### src/rtl/regwb_arbiter_pkg.sv
// Shared constants for the register write-back arbiter: default widths,
// requester indices and the round-robin index helper.
package regwb_arbiter_pkg;
  localparam int ADDRSIZE_DEF = 5;
  localparam int NREQ_DEF     = 3;
  localparam int DATA_W       = 32;

  localparam int REQ_ALU = 0;
  localparam int REQ_LSU = 1;
  localparam int REQ_MUL = 2;

  // (base + k) mod n, for base < n and k <= n
  function automatic int rr_add(input int base, input int k, input int n);
    int s;
    s = base + k;
    if (s >= n) s = s - n;
    return s;
  endfunction
endpackage

### src/rtl/regwb_arbiter_rr_pick2.sv
// Round-robin scan from p: first valid requester takes port 0, the next one
// with a different destination address takes port 1.
module rr_pick2 import regwb_arbiter_pkg::*; #(
  parameter int ADDRSIZE = ADDRSIZE_DEF,
  parameter int NREQ     = NREQ_DEF,
  parameter int IW       = (NREQ > 1) ? $clog2(NREQ) : 1
) (
  input  logic [NREQ-1:0]               valid_i,
  input  logic [NREQ-1:0][ADDRSIZE-1:0] addr_i,
  input  logic [IW-1:0]                 p_i,
  output logic [IW-1:0]                 g0_idx_o,
  output logic [IW-1:0]                 g1_idx_o,
  output logic                          g0_vld_o,
  output logic                          g1_vld_o
);
  always_comb begin
    logic [IW-1:0] idx;
    logic [IW-1:0] i0, i1;
    logic          v0, v1;
    idx = '0;
    i0  = '0;
    i1  = '0;
    v0  = 1'b0;
    v1  = 1'b0;
    for (int k = 0; k < NREQ; k++) begin
      idx = IW'(rr_add(int'(p_i), k, NREQ));
      if (valid_i[idx]) begin
        if (!v0) begin
          v0 = 1'b1;
          i0 = idx;
        end else if (!v1 && (addr_i[idx] != addr_i[i0])) begin
          // same-address requesters wait so the two ports never collide
          v1 = 1'b1;
          i1 = idx;
        end
      end
    end
    g0_idx_o = i0;
    g1_idx_o = i1;
    g0_vld_o = v0;
    g1_vld_o = v1;
  end
endmodule

### src/rtl/regwb_arbiter.sv
// Two-port register-file write-back arbiter: combinational grant to up to two
// requesters, registered write ports, round-robin pointer and busy flag.
module regwb_arbiter import regwb_arbiter_pkg::*; #(
  parameter int ADDRSIZE = ADDRSIZE_DEF,
  parameter int NREQ     = NREQ_DEF
) (
  input  logic                     clk,
  input  logic                     rst,
  input  logic [NREQ-1:0]          req_valid,
  input  logic [NREQ*ADDRSIZE-1:0] req_addr,
  input  logic [NREQ*DATA_W-1:0]   req_data,
  output logic [NREQ-1:0]          req_ready,
  input  logic                     hold,
  output logic [1:0]               write,
  output logic [ADDRSIZE-1:0]      wa0,
  output logic [ADDRSIZE-1:0]      wa1,
  output logic [DATA_W-1:0]        wd0,
  output logic [DATA_W-1:0]        wd1,
  output logic                     busy
);
  localparam int IW = (NREQ > 1) ? $clog2(NREQ) : 1;

  logic [NREQ-1:0][ADDRSIZE-1:0] addr_a;
  logic [NREQ-1:0][DATA_W-1:0]   data_a;
  assign addr_a = req_addr;
  assign data_a = req_data;

  logic [IW-1:0]       p_q, p_d;
  logic [IW-1:0]       g0_idx, g1_idx;
  logic                g0_vld, g1_vld, g0_ok, g1_ok;
  logic [1:0]          write_q, write_d;
  logic [ADDRSIZE-1:0] wa0_q, wa0_d, wa1_q, wa1_d;
  logic [DATA_W-1:0]   wd0_q, wd0_d, wd1_q, wd1_d;
  logic                busy_q, busy_d;

  rr_pick2 #(.ADDRSIZE(ADDRSIZE), .NREQ(NREQ), .IW(IW)) u_pick (
    .valid_i  (req_valid),
    .addr_i   (addr_a),
    .p_i      (p_q),
    .g0_idx_o (g0_idx),
    .g1_idx_o (g1_idx),
    .g0_vld_o (g0_vld),
    .g1_vld_o (g1_vld)
  );

  // rst gates the grant so nothing is accepted while the block is in reset
  assign g0_ok = g0_vld & ~hold & rst;
  assign g1_ok = g1_vld & ~hold & rst;

  always_comb begin
    req_ready = '0;
    if (g0_ok) req_ready[g0_idx] = 1'b1;
    if (g1_ok) req_ready[g1_idx] = 1'b1;
  end

  always_comb begin
    p_d     = p_q;
    write_d = {g1_ok, g0_ok};
    wa0_d   = wa0_q;
    wd0_d   = wd0_q;
    wa1_d   = wa1_q;
    wd1_d   = wd1_q;
    busy_d  = |(req_valid & ~req_ready);
    if (g0_ok) begin
      wa0_d = addr_a[g0_idx];
      wd0_d = data_a[g0_idx];
      p_d   = IW'(rr_add(int'(g0_idx), 1, NREQ));
    end
    if (g1_ok) begin
      wa1_d = addr_a[g1_idx];
      wd1_d = data_a[g1_idx];
      p_d   = IW'(rr_add(int'(g1_idx), 1, NREQ));
    end
  end

  always_ff @(posedge clk or negedge rst) begin
    if (!rst) begin
      p_q     <= '0;
      write_q <= '0;
      wa0_q   <= '0;
      wd0_q   <= '0;
      wa1_q   <= '0;
      wd1_q   <= '0;
      busy_q  <= 1'b0;
    end else begin
      p_q     <= p_d;
      write_q <= write_d;
      wa0_q   <= wa0_d;
      wd0_q   <= wd0_d;
      wa1_q   <= wa1_d;
      wd1_q   <= wd1_d;
      busy_q  <= busy_d;
    end
  end

  assign write = write_q;
  assign wa0   = wa0_q;
  assign wa1   = wa1_q;
  assign wd0   = wd0_q;
  assign wd1   = wd1_q;
  assign busy  = busy_q;
endmodule

### config.mk
export PLATFORM = sky130hd
export DESIGN_NAME = regwb_arbiter
export DESIGN_NICKNAME = d
export VERILOG_FILES = /design/src/rtl/regwb_arbiter_pkg.sv /design/src/rtl/regwb_arbiter_rr_pick2.sv /design/src/rtl/regwb_arbiter.sv
export SDC_FILE = /design/constraint.sdc
export NUM_CORES = 1
export LEC_CHECK = 0
export BUFFER_PORTS_ARGS = -buffer_cell sky130_fd_sc_hd__clkbuf_2
export CORE_MARGIN = 5
export CORE_UTILIZATION = 38
export CTS_BUF_LIST = sky130_fd_sc_hd__clkbuf_16
export DETAILED_ROUTE_END_ITERATION = 16
export GPL_TIMING_DRIVEN = 1
export PLACE_DENSITY = 0.66
export SLEW_MARGIN = 0
export SYNTH_ARGS = -nofsm -noshare
export SYNTH_HDL_FRONTEND = slang
export SYNTH_SLANG_ARGS = --single-unit
### constraint.sdc
create_clock -name clk -period 4.2 [get_ports clk]
set_clock_uncertainty 0.2 [all_clocks]
set_input_delay 0.84 -clock clk [delete_from_list [all_inputs] [get_ports clk]]
set_output_delay 0.84 -clock clk [all_outputs]
set_load 0.02 [all_outputs]
==> Word-level counts from Yosys, hierarchy flattened <==
Index checks and enable logic that the tools add are counted.
{ "word_totals": {"elab_cells": 101, "output_inout_bits": 80, "in_bits": 117, "reg_bits": 79} }
{ "classes": {"n_lt_le_gt_ge": 14, "reduce_logical": 6, "n_eq_ne": 2, "bitwise_logic": 8, "n_addsub": 9, "mux": 55} }
{ "ops": {"columns": ["cell", "count"], "rows": [
  ["$bmux 32 s2", 2],
  ["$mux 32", 2],
  ["$bmux 5 s2", 6],
  ["$mux 2", 18],
  ["$mux 5", 6],
  ["$lt 2x3->1 const B", 7],
  ["$mux 1", 14],
  ["$ge 3x2->1 const B", 4],
  ["$ne 5x5->1", 2],
  ["$add 2x1->3 const B", 3],
  ["$bmux 1 s2", 3],
  ["$mux 3", 2],
  ["$sub 2x2->2 const B", 3],
  ["$and 1x1->1", 4],
  ["$demux 1 s2", 2],
  ["$ge 2x1->1 const B", 2],
  ["$sub 2x1->2 const B", 2],
  ["$add 2x2->3 const B", 1],
  ["$and 3x3->3", 1],
  ["$logic_and 1x1->1", 3],
  ["$not 3->3", 1],
  ["$or 3x3->3", 1],
  ["$reduce_or 3->1", 1],
  ["$ge 2x2->1 const B", 1],
  ["other kinds (3)", 3]
]} }

==> Depth between registers and ports, before layout <==
Gate-level depths: netlist of the first run.
{ "depth": {"depth_word": 25, "mapped_depth": 17, "ltp_nobuf": 12} }

==> Modules after synthesis <==
A second synthesis of the first run with hierarchy kept.
{ "hier_totals": {"cells_unflattened": 662, "area_unflattened_um2": 5950.7} }
{ "modules_own_cells": {"columns": ["module", "seq_area_each_um2", "area_per_inst_um2", "instances", "cells_each"], "rows": [
  ["regwb_arbiter", 1976.9, 4534.3, 1, 452],
  ["rr_pick2", 0.0, 1416.4, 1, 210]
]} }

==> Least setup slack after synthesis of the first run <==
No wires, ideal clock.
{ "synth_path": {"kind": "in2out", "startpoint": "input port req_valid[1]", "endpoint": "output port req_ready[0]", "arrival_time_ps": 3319, "path_slack_ps": -159, "stages": 12, "required_time_ps": 3160, "path_buffers": 3, "path_cell_list": "buf_2 -> and3b_1 -> and2_4 -> or2_1 -> buf_6 -> a2111oi_4 -> a2111oi_2 -> nor3b_4 -> o32a_1 -> buf_6 -> or3_1 -> nand2_1"} }
{ "synth_via": {"elab_chain_cells": 20, "word_cells_on_any_way": 51, "classes_between": "4 x order compare; 2 x eq/ne; 36 x mux; 5 x bitwise; 4 x reduce/logical"} }
{ "synth_rtl": {"columns": ["element", "line", "rtl"], "rows": [
  ["from (decl)", "regwb_arbiter.sv:9", "input logic [NREQ-1:0] req_valid,"],
  ["$bmux 1 s2", "regwb_arbiter_rr_pick2.sv:27", "if (valid_i[idx]) begin"],
  ["$mux 1 (not written as such)", "regwb_arbiter_rr_pick2.sv:27", null],
  ["$mux 2", "regwb_arbiter_rr_pick2.sv:27", null],
  ["$bmux 5 s2", "regwb_arbiter_rr_pick2.sv:31", "end else if (!v1 && (addr_i[idx] != addr_i[i0])) begin"],
  ["$mux 5 (not written as such)", "regwb_arbiter_rr_pick2.sv:31", null],
  ["$ne 5x5->1", "regwb_arbiter_rr_pick2.sv:31", null],
  ["$mux 1", "regwb_arbiter_rr_pick2.sv:31", null],
  ["$mux 1", "regwb_arbiter_rr_pick2.sv:28", "if (!v0) begin"],
  ["(+4 left out)", null, null],
  ["$mux 2", "regwb_arbiter_rr_pick2.sv:28", null],
  ["$mux 2", "regwb_arbiter_rr_pick2.sv:27", null],
  ["$lt 2x3->1 (not written as such) / $ge 2x1->1 (equally long branches)", "regwb_arbiter.sv:53", "if (g1_ok) req_ready[g1_idx] = 1'b1;"],
  ["$logic_and 1x1->1 (not written as such)", "regwb_arbiter.sv:53", null],
  ["$mux 1 (not written as such)", "regwb_arbiter.sv:53", null],
  ["$demux 1 s2", "regwb_arbiter.sv:53", null],
  ["$or 3x3->3 (no source line)", null, null],
  ["$mux 3 *", "regwb_arbiter.sv:53", null],
  ["to (decl)", "regwb_arbiter.sv:12", "output logic [NREQ-1:0] req_ready,"]
]} }
Mark *: on every way between the ends. The rest lies on a longest branch, timed or not. The select of a mux whose other input is x is not followed.

==> Final worst setup path of the first run <==
{ "layout_path": {"startpoint": "register p_q[1]", "endpoint": "output port req_ready[0]"} }
{ "layout_via": {"elab_chain_cells": 22, "word_cells_on_any_way": 66, "classes_between": "5 x add/sub; 7 x order compare; 2 x eq/ne; 43 x mux; 5 x bitwise; 4 x reduce/logical"} }
{ "layout_rtl": {"columns": ["element", "line", "rtl"], "rows": [
  ["from (decl)", "regwb_arbiter.sv:28", "logic [IW-1:0] p_q, p_d;"],
  ["from (signal assigned)", "regwb_arbiter.sv:86", "p_q <= p_d;"],
  ["$sub 2x2->2 / $ge 2x2->1 (equally long branches)", "regwb_arbiter_pkg.sv:16", "if (s >= n) s = s - n;"],
  ["$mux 2", "regwb_arbiter_pkg.sv:16", null],
  ["$bmux 1 s2", "regwb_arbiter_rr_pick2.sv:27", null],
  ["$mux 1 (not written as such)", "regwb_arbiter_rr_pick2.sv:27", null],
  ["$mux 2", "regwb_arbiter_rr_pick2.sv:27", null],
  ["$bmux 5 s2", "regwb_arbiter_rr_pick2.sv:31", null],
  ["$mux 5 (not written as such)", "regwb_arbiter_rr_pick2.sv:31", null],
  ["$ne 5x5->1", "regwb_arbiter_rr_pick2.sv:31", null],
  ["(+6 left out)", null, null],
  ["$mux 2", "regwb_arbiter_rr_pick2.sv:28", null],
  ["$mux 2", "regwb_arbiter_rr_pick2.sv:27", null],
  ["$lt 2x3->1 (not written as such) / $ge 2x1->1 (equally long branches)", "regwb_arbiter.sv:53", null],
  ["$logic_and 1x1->1 (not written as such)", "regwb_arbiter.sv:53", null],
  ["$mux 1 (not written as such)", "regwb_arbiter.sv:53", null],
  ["$demux 1 s2", "regwb_arbiter.sv:53", null],
  ["$or 3x3->3 (no source line)", null, null],
  ["$mux 3 *", "regwb_arbiter.sv:53", null]
]} }
Marks and branches as above.

==> impl_metrics.py, run 1 <==
metrics = {
    "run_status": {
        "status": "finished, violations left",
        "violations": "setup timing",
    },
    "global_routing": {
        "grt_remaining_overflow": 0,
        "grt_pass1_vias": 5552,
        "antenna_found_initial": 0,
        "track_usage": 0.201,
        "grt_max_degree": 79,
        "grt_pass1_wl_um": 28900,
    },
    "drt": {
        "drt-total-wl_um": 18200,
        "dr.pass1.iters": 7,
        "maxUsedRoutingLayer": "met4",
        "wire_per_inst_um": 17.2,
        "drc": 0,
        "wl_met2_um": 8870,
        "via_count": 5629,
        "drt.antenna.violating_nets": 0,
        "wl_met1_um": 7880,
        "via_per_inst": 5.34,
        "drt_iter0_drc": 306,
        "wl_met3_um": 842,
    },
    "power": {
        "p_per_area_mw_per_mm2": 843,
        "power.leakage_uw": 0.00386,
        "ir_drop_mv": 0.626,
    },
    "cts": {
        "path_clk_slew_ps": 70,
        "holdBufCountCts": 0,
        "root_buffer": "clkbuf_16",
        "clkLatencyLatePin_ps": 330,
        "clkSinkCount": 79,
        "cts_tree": "built",
        "numCtsBuffers": 9,
        "clock_path_buffers": 2,
        "ctsHtreeMaxLevel": 3,
    },
    "synth": {
        "yosysTopAreaCellShare": 0.341,
        "synth_most_common_cell": "mux2i_1",
        "synth_edf_count": 0,
        "syn_avg_cell_area_sq_um": 8.74,
        "ys.flop_type": "dfrtp_1",
        "synth-seq-cells": 79,
        "syn-cell-area_sq_mm": 0.00579,
        "synthTopCellsByArea": "dfrtp_1 34%, mux2i_1 15%, a221oi_2 7.8%, nor2_1 5.1%, o21ai_0 4.6%",
        "synthDistinctLibCells": 67,
        "synth_common_cells": "87 x mux2i_1, 79 x dfrtp_1, 79 x nor2_1",
        "synth-warning-count": 0,
        "synth_nets": 786,
        "synthArstFlopShare": 1.00,
        "synthCells": 663,
        "yosysTopAreaCell": "dfrtp_1",
        "ys_seq_area_frac": 0.341,
    },
    "critical_path": {
        "cp_top_family": "simple AND/OR/NAND/NOR gates",
        "crit_path_end_kind": "output port",
        "reg2reg_from": "p_q[1]$_DFFE_PN0P_",
        "startpoint": "p_q[1]$_DFFE_PN0P_",
        "worst-path-max-fanout": 7,
        "crit_slowest_cell": "dfrtp_1",
        "r2r_cells": 13,
        "rrSetupSlack_ps": 300,
        "worstSetupPathType": "register to output port",
        "crit_buf_inv": 2,
        "cp-start-kind": "register",
        "path_cells": "ha_4 -> and3b_1 -> and2_4 -> or2_4 -> buf_4 -> a21oi_2 -> xnor2_1 -> nor3b_4 -> o32a_2 -> or3_4 -> nand2_4 -> clkbuf_8",
        "arrival_ps": 3220,
        "max_stage_delay_ps": 420,
        "crit_cells": 12,
        "reg2reg_to": "wd1[18]$_DFFE_PN0N_",
        "cp_data_required_time_ps": 3160,
    },
    "timing": {
        "setup_violations": 1,
        "fin_crit_sh": 1.01,
        "worstMarginPinSlew_ps": 763,
        "fin_ws_ps": -60.2,
        "rsz0062_at_grt": "yes",
        "hold_viol_final": 0,
        "post-route-min-period_ps": 4260,
        "relSlewSlack": 0.491,
        "slew_viol_final": 0,
        "max_freq_mhz": 235,
    },
    "placed_design": {
        "dpl.hpwl_um": 13000,
        "gp_congestion": 0.913,
        "io_buffers": 196,
        "place_area_sq_mm": 0.00711,
    },
    "die": {
        "initial_core_util": 0.384,
        "dieArea_sq_mm": 0.0178,
        "fp.dieH_um": 133,
        "rows": 45,
        "fp.dieW_um": 133,
        "core_area_sq_mm": 0.0151,
        "io_pins": 197,
    },
    "cells_and_area": {
        "final_area_sq_mm": 0.00764,
        "fillCellCount": 1432,
        "ff_latch_area_sq_mm": 0.00198,
        "multi_input_area_sq_mm": 0.00343,
        "diodes": 0,
        "drive_gt1_frac": 0.379,
        "syn2layout_area_growth_pct": 31.8,
        "nets": 985,
        "post-route-util": 0.506,
    },
    "worst_hold_path": {
        "min_path_type": "input pin to async pin",
    },
    "flow_run": {
        "maxCapViolCount": 0,
    },
}
## how the worst max path moves through the flow
stage / end
after floorplan: req_ready[0]
after global placement: req_ready[0]
after detailed placement: req_ready[0]
after CTS: req_ready[0]
after global routing: req_ready[0]
final: req_ready[0]
## cells in the final DEF, fill, tap and decap left out, drive strengths merged, types with 3 or more instances in the layout
master,Yosys,final
clkbuf,31,202
mux2i,87,87
o22ai,7,7
a221oi,38,38
a211oi,5,5
nand3b,3,3
nor2,79,79
nor2b,8,8
a2111oi,3,3
xnor2,8,8
o21ai,55,55
o211ai,3,3
and2,4,4
a21oi,46,46
nand3,5,5
a22oi,4,4
inv,55,56
ha,6,6
and3,4,4
or3,3,3
nand2,58,58
clkinv,1,3
dfrtp,79,79
nor3,4,4
bufinv,0,3
buf,29,55
## final cells by class
type	instances	share of cell area
flip-flops and latches	79	0.259
well taps	188	0.0308
multi-input cells	468	0.448
inverters	56	0.0277
clock buffers	9	0.0295
clock inverters	7	0.0157
repair buffers	248	0.189
## metrics by stage
stage | std cells | worst slack [ps] | TNS (ps) | hold WS, ps | total power (uW)
3_5_place_dp | 1032 | -103 | -119 | 271 | 5320
3_3_place_gp | 1032 | -81.8 | -81.8 | 263 | 5260
6_report | 1055 | -60.2 | -60.2 | 113 | 6440
4_1_cts | 1055 | -35.9 | -35.9 | 98.1 | 6460
2_1_floorplan | 663 | -15.2 | -15.2 | 328 | 4190
5_1_grt | 1055 | -202 | -314 | 101 | 6900
## flip-flops by register name, summed over array words and instances, names as in the netlist
name	flops
p_q	2
wd1	32
write	2
wd0	32
wa0	5
wa1	5
busy	1
## worst reg2reg max path, stage by stage (launching register included)
cell and delay, ps:
dfrtp_1 420, ha_4 200, buf_12 160, and3_1 180
a211o_1 270, and3b_1 190, nor4b_2 270, nand4_1 180
and2_4 190, buf_4 140, o31ai_4 260, buf_4 610
mux2i_1 260, a221oi_2 270
## routing by layer
layer  GRT usage  vias up
li1            -     2748
met1       0.257     2660
met2       0.336      180
met3      0.0230       41
met4       0.101        0
met5           0        -
## logic make-up (layout without fill, tap and decap cells)
logic type,after synthesis,in the layout,synth area share
simple gates,182,182,0.143
fa+ha+maj,6,6,0.0130
compound gates,184,184,0.249
mux,87,87,0.150
buf+inv,116,320,0.0903
xor+xnor,9,9,0.0136
flops,79,79,0.341
## report_power, final
group | switching (uW) | internal, uW
clock network | 326 | 583
registers | 194 | 1120
logic | 2440 | 1770
## timing repair
action | 4_1_cts | 5_1_grt
pin swaps | 8 | 2
setup endpoints to repair | 3 | 3
buffers inserted | 7 | 0
endpoints found under the hold margin | 0 | 0
resized for setup | 25 | 10
Power figures use the tool's default switching activity.
==> run 2, diff against run 1 <==
--- a/config.mk
+++ b/config.mk
@@ -7,11 +7,11 @@
 export LEC_CHECK = 0
 export BUFFER_PORTS_ARGS = -buffer_cell sky130_fd_sc_hd__clkbuf_2
 export CORE_MARGIN = 5
-export CORE_UTILIZATION = 38
+export CORE_UTILIZATION = 47
 export CTS_BUF_LIST = sky130_fd_sc_hd__clkbuf_16
 export DETAILED_ROUTE_END_ITERATION = 16
 export GPL_TIMING_DRIVEN = 1
-export PLACE_DENSITY = 0.66
+export PLACE_DENSITY = 0.78
 export SLEW_MARGIN = 0
 export SYNTH_ARGS = -nofsm -noshare
 export SYNTH_HDL_FRONTEND = slang
==> run 2 against run 1 <==
  * The run still ends with setup timing left
  * Largest power group unchanged
  * Combinational power is 2% higher
  * Clock power is 2.3% lower
  * Maximum frequency is 0.29% lower
  * Worst hold slack better by 170 ps
  * Wire length is 0.70% higher
  * Die area is 18% lower
  * Global-route usage is 4.1 points higher
  * Register-to-register slack worse by 20 ps
  * Sequential power hardly changed
  * Sequential share of layout area hardly changed
  * Worst setup slack worse by 12 ps
  * Clock-buffer cell count stayed put
==> impl_metrics.py, run 2 (synthesis gave the netlist of run 1 again) <==
metrics = {
    "critical_path": {
        "cp-start-kind": "register",
        "reg2reg_from": "p_q[1]$_DFFE_PN0P_",
        "crit_path_end_kind": "output port",
        "startpoint": "p_q[1]$_DFFE_PN0P_",
        "arrival_ps": 3230,
        "worst-path-max-fanout": 11,
        "worstSetupPathType": "register to output port",
        "cp_data_required_time_ps": 3160,
    },
    "die": {
        "rows": 40,
        "initial_core_util": 0.480,
        "fp.dieH_um": 121,
        "fp.dieW_um": 121,
        "io_pins": 197,
        "core_area_sq_mm": 0.0121,
        "dieArea_sq_mm": 0.0146,
    },
    "cells_and_area": {
        "syn2layout_area_growth_pct": 31.9,
        "post-route-util": 0.634,
        "nets": 987,
        "final_cell_mix": "192 x clkbuf_2, 85 x mux2i_1, 79 x nor2_1, 79 x dfrtp_1, 56 x nand2_1",
        "fillCellCount": 1053,
        "multi_input_area_sq_mm": 0.00344,
        "diodes": 0,
        "drive_gt1_frac": 0.377,
        "layout_commonest_cell": "clkbuf_2",
        "ff_latch_area_sq_mm": 0.00198,
        "finalNonFillerCells": 1037,
    },
    "global_routing": {
        "antenna_found_initial": 0,
        "grt_pass1_vias": 5470,
        "grt_max_degree": 80,
        "grt_remaining_overflow": 0,
        "grt_pass1_wl_um": 28500,
        "track_usage": 0.242,
    },
    "drt": {
        "drc": 0,
        "wire_per_inst_um": 17.7,
        "dr.pass1.iters": 5,
        "via_count": 5778,
        "drt_iter0_drc": 487,
        "drt-total-wl_um": 18300,
        "via_per_inst": 5.57,
        "drt.antenna.violating_nets": 0,
    },
    "cts": {
        "clkLatencyLatePin_ps": 340,
        "numCtsBuffers": 9,
        "ctsHtreeMaxLevel": 3,
        "holdBufCountCts": 0,
        "path_clk_slew_ps": 60,
        "clkSinkCount": 79,
        "root_buffer": "clkbuf_16",
        "clock_path_buffers": 2,
        "cts_tree": "built",
    },
    "worst_hold_path": {
        "min_from": "wa0[3]$_DFFE_PN0P_",
        "min_path_type": "register to register",
    },
    "timing": {
        "worstMarginPinSlew_ps": 1020,
        "post-route-min-period_ps": 4270,
        "hold_viol_final": 0,
        "relSlewSlack": 0.321,
        "slew_viol_final": 0,
        "setup_violations": 1,
        "rsz0062_at_grt": "yes",
        "setup_tns_ps": -72.6,
        "max_freq_mhz": 234,
        "fin_ws_ps": -72.6,
        "fin_crit_sh": 1.02,
    },
    "placed_design": {
        "dpl.hpwl_um": 12900,
        "placed_cells_incl_taps": 1013,
        "io_buffers": 196,
        "gp_congestion": 0.973,
    },
    "flow_run": {
        "maxCapViolCount": 0,
    },
    "run_status": {
        "status": "finished, violations left",
        "violations": "setup timing",
    },
    "power": {
        "switching_power_uw": 2980,
        "sequentialPowerShare": 0.203,
        "pwr-share-comb": 0.661,
        "internal-power_uw": 3530,
        "power.leakage_uw": 0.00388,
        "clockPowerShare": 0.136,
        "p_per_area_mw_per_mm2": 852,
        "ir_drop_mv": 0.403,
        "p_sw_frac": 0.458,
    },
}
==> run 2: cell types whose count changed in the layout (fill, tap and decap cells not counted), sizes merged <==
cell / before / now
buf: 55 / 56
bufbuf: 0 / 1
clkinv: 3 / 5
clkinvlp: 1 / 0
inv: 56 / 55
==> run 2: worst paths after layout <==
kind	endpoint	slack, ps	depth (start not counted)
max in group asynchronous	wd1[4]$_DFFE_PN0N_	2560	2
max reg2reg	wd1[8]$_DFFE_PN0N_	280	14
min in group asynchronous	wa1[4]$_DFFE_PN0N_	600	2
min reg2reg	wa0[3]$_DFFE_PN0P_	280	2
max	req_ready[0]	-70	13
min	wa0[3]$_DFFE_PN0P_	280	2
==> run 2: final cells by class <==
class / instances / area share
Clock inverter: 7 / 0.0146
Tap cell: 168 / 0.0275
Timing Repair Buffer: 250 / 0.192
Inverter: 56 / 0.0275
Sequential cell: 79 / 0.259
Clock buffer: 9 / 0.0295
Multi-Input combinational cell: 468 / 0.450
==> run 2: layer usage <==
| metal | track usage | up-vias | share of wire |
|---|---|---|---|
| li1 | - | 2744 | - |
| met1 | 0.316 | 2752 | 0.42 |
| met2 | 0.398 | 244 | 0.48 |
| met3 | 0.0471 | 38 | 0.070 |
| met4 | 0.0857 | 0 | 0.025 |
| met5 | 0 | - | 0 |
==> run 2: power groups by stage <==
stage	logic, uW	clock network [uW]	registers [uW]
2_1_floorplan	2470	0	1730
3_3_place_gp	3960	0	1310
3_5_place_dp	4010	0	1320
4_1_cts	4180	903	1320
5_1_grt	4640	938	1360
6_report	4300	887	1320
==> run 2: critical path, stage by stage, from the launching register on <==
cell       delay, ps
dfrtp_1          430
ha_4             320
buf_12           140
clkinv_1          90
buf_6            150
o32ai_4          270
a311oi_2          70
mux2i_2          210
a2111oi_2         70
nor3b_4          180
o32a_2           340
or3_4            410
nand2_4           80
clkbuf_8         130
==> run 2: repair_timing <==
action / in CTS / in global routing
resized for setup: 18 / 13
setup buffers: 1 / 6
setup endpoints to repair: 3 / 3
pin swaps: 7 / 7
cloned: 1 / 0
==> run 2: per-stage QoR <==
step	total power (uW)	cell area (sq um)	setup WS, ps	hold WS [ps]
after floorplan	4190	5830	-15.2	328
after global placement	5270	7090	-83.7	262
after detailed placement	5330	7090	-106	269
after CTS	6400	7540	-81.0	283
after global routing	6940	7640	-163	308
final	6510	7640	-72.6	279
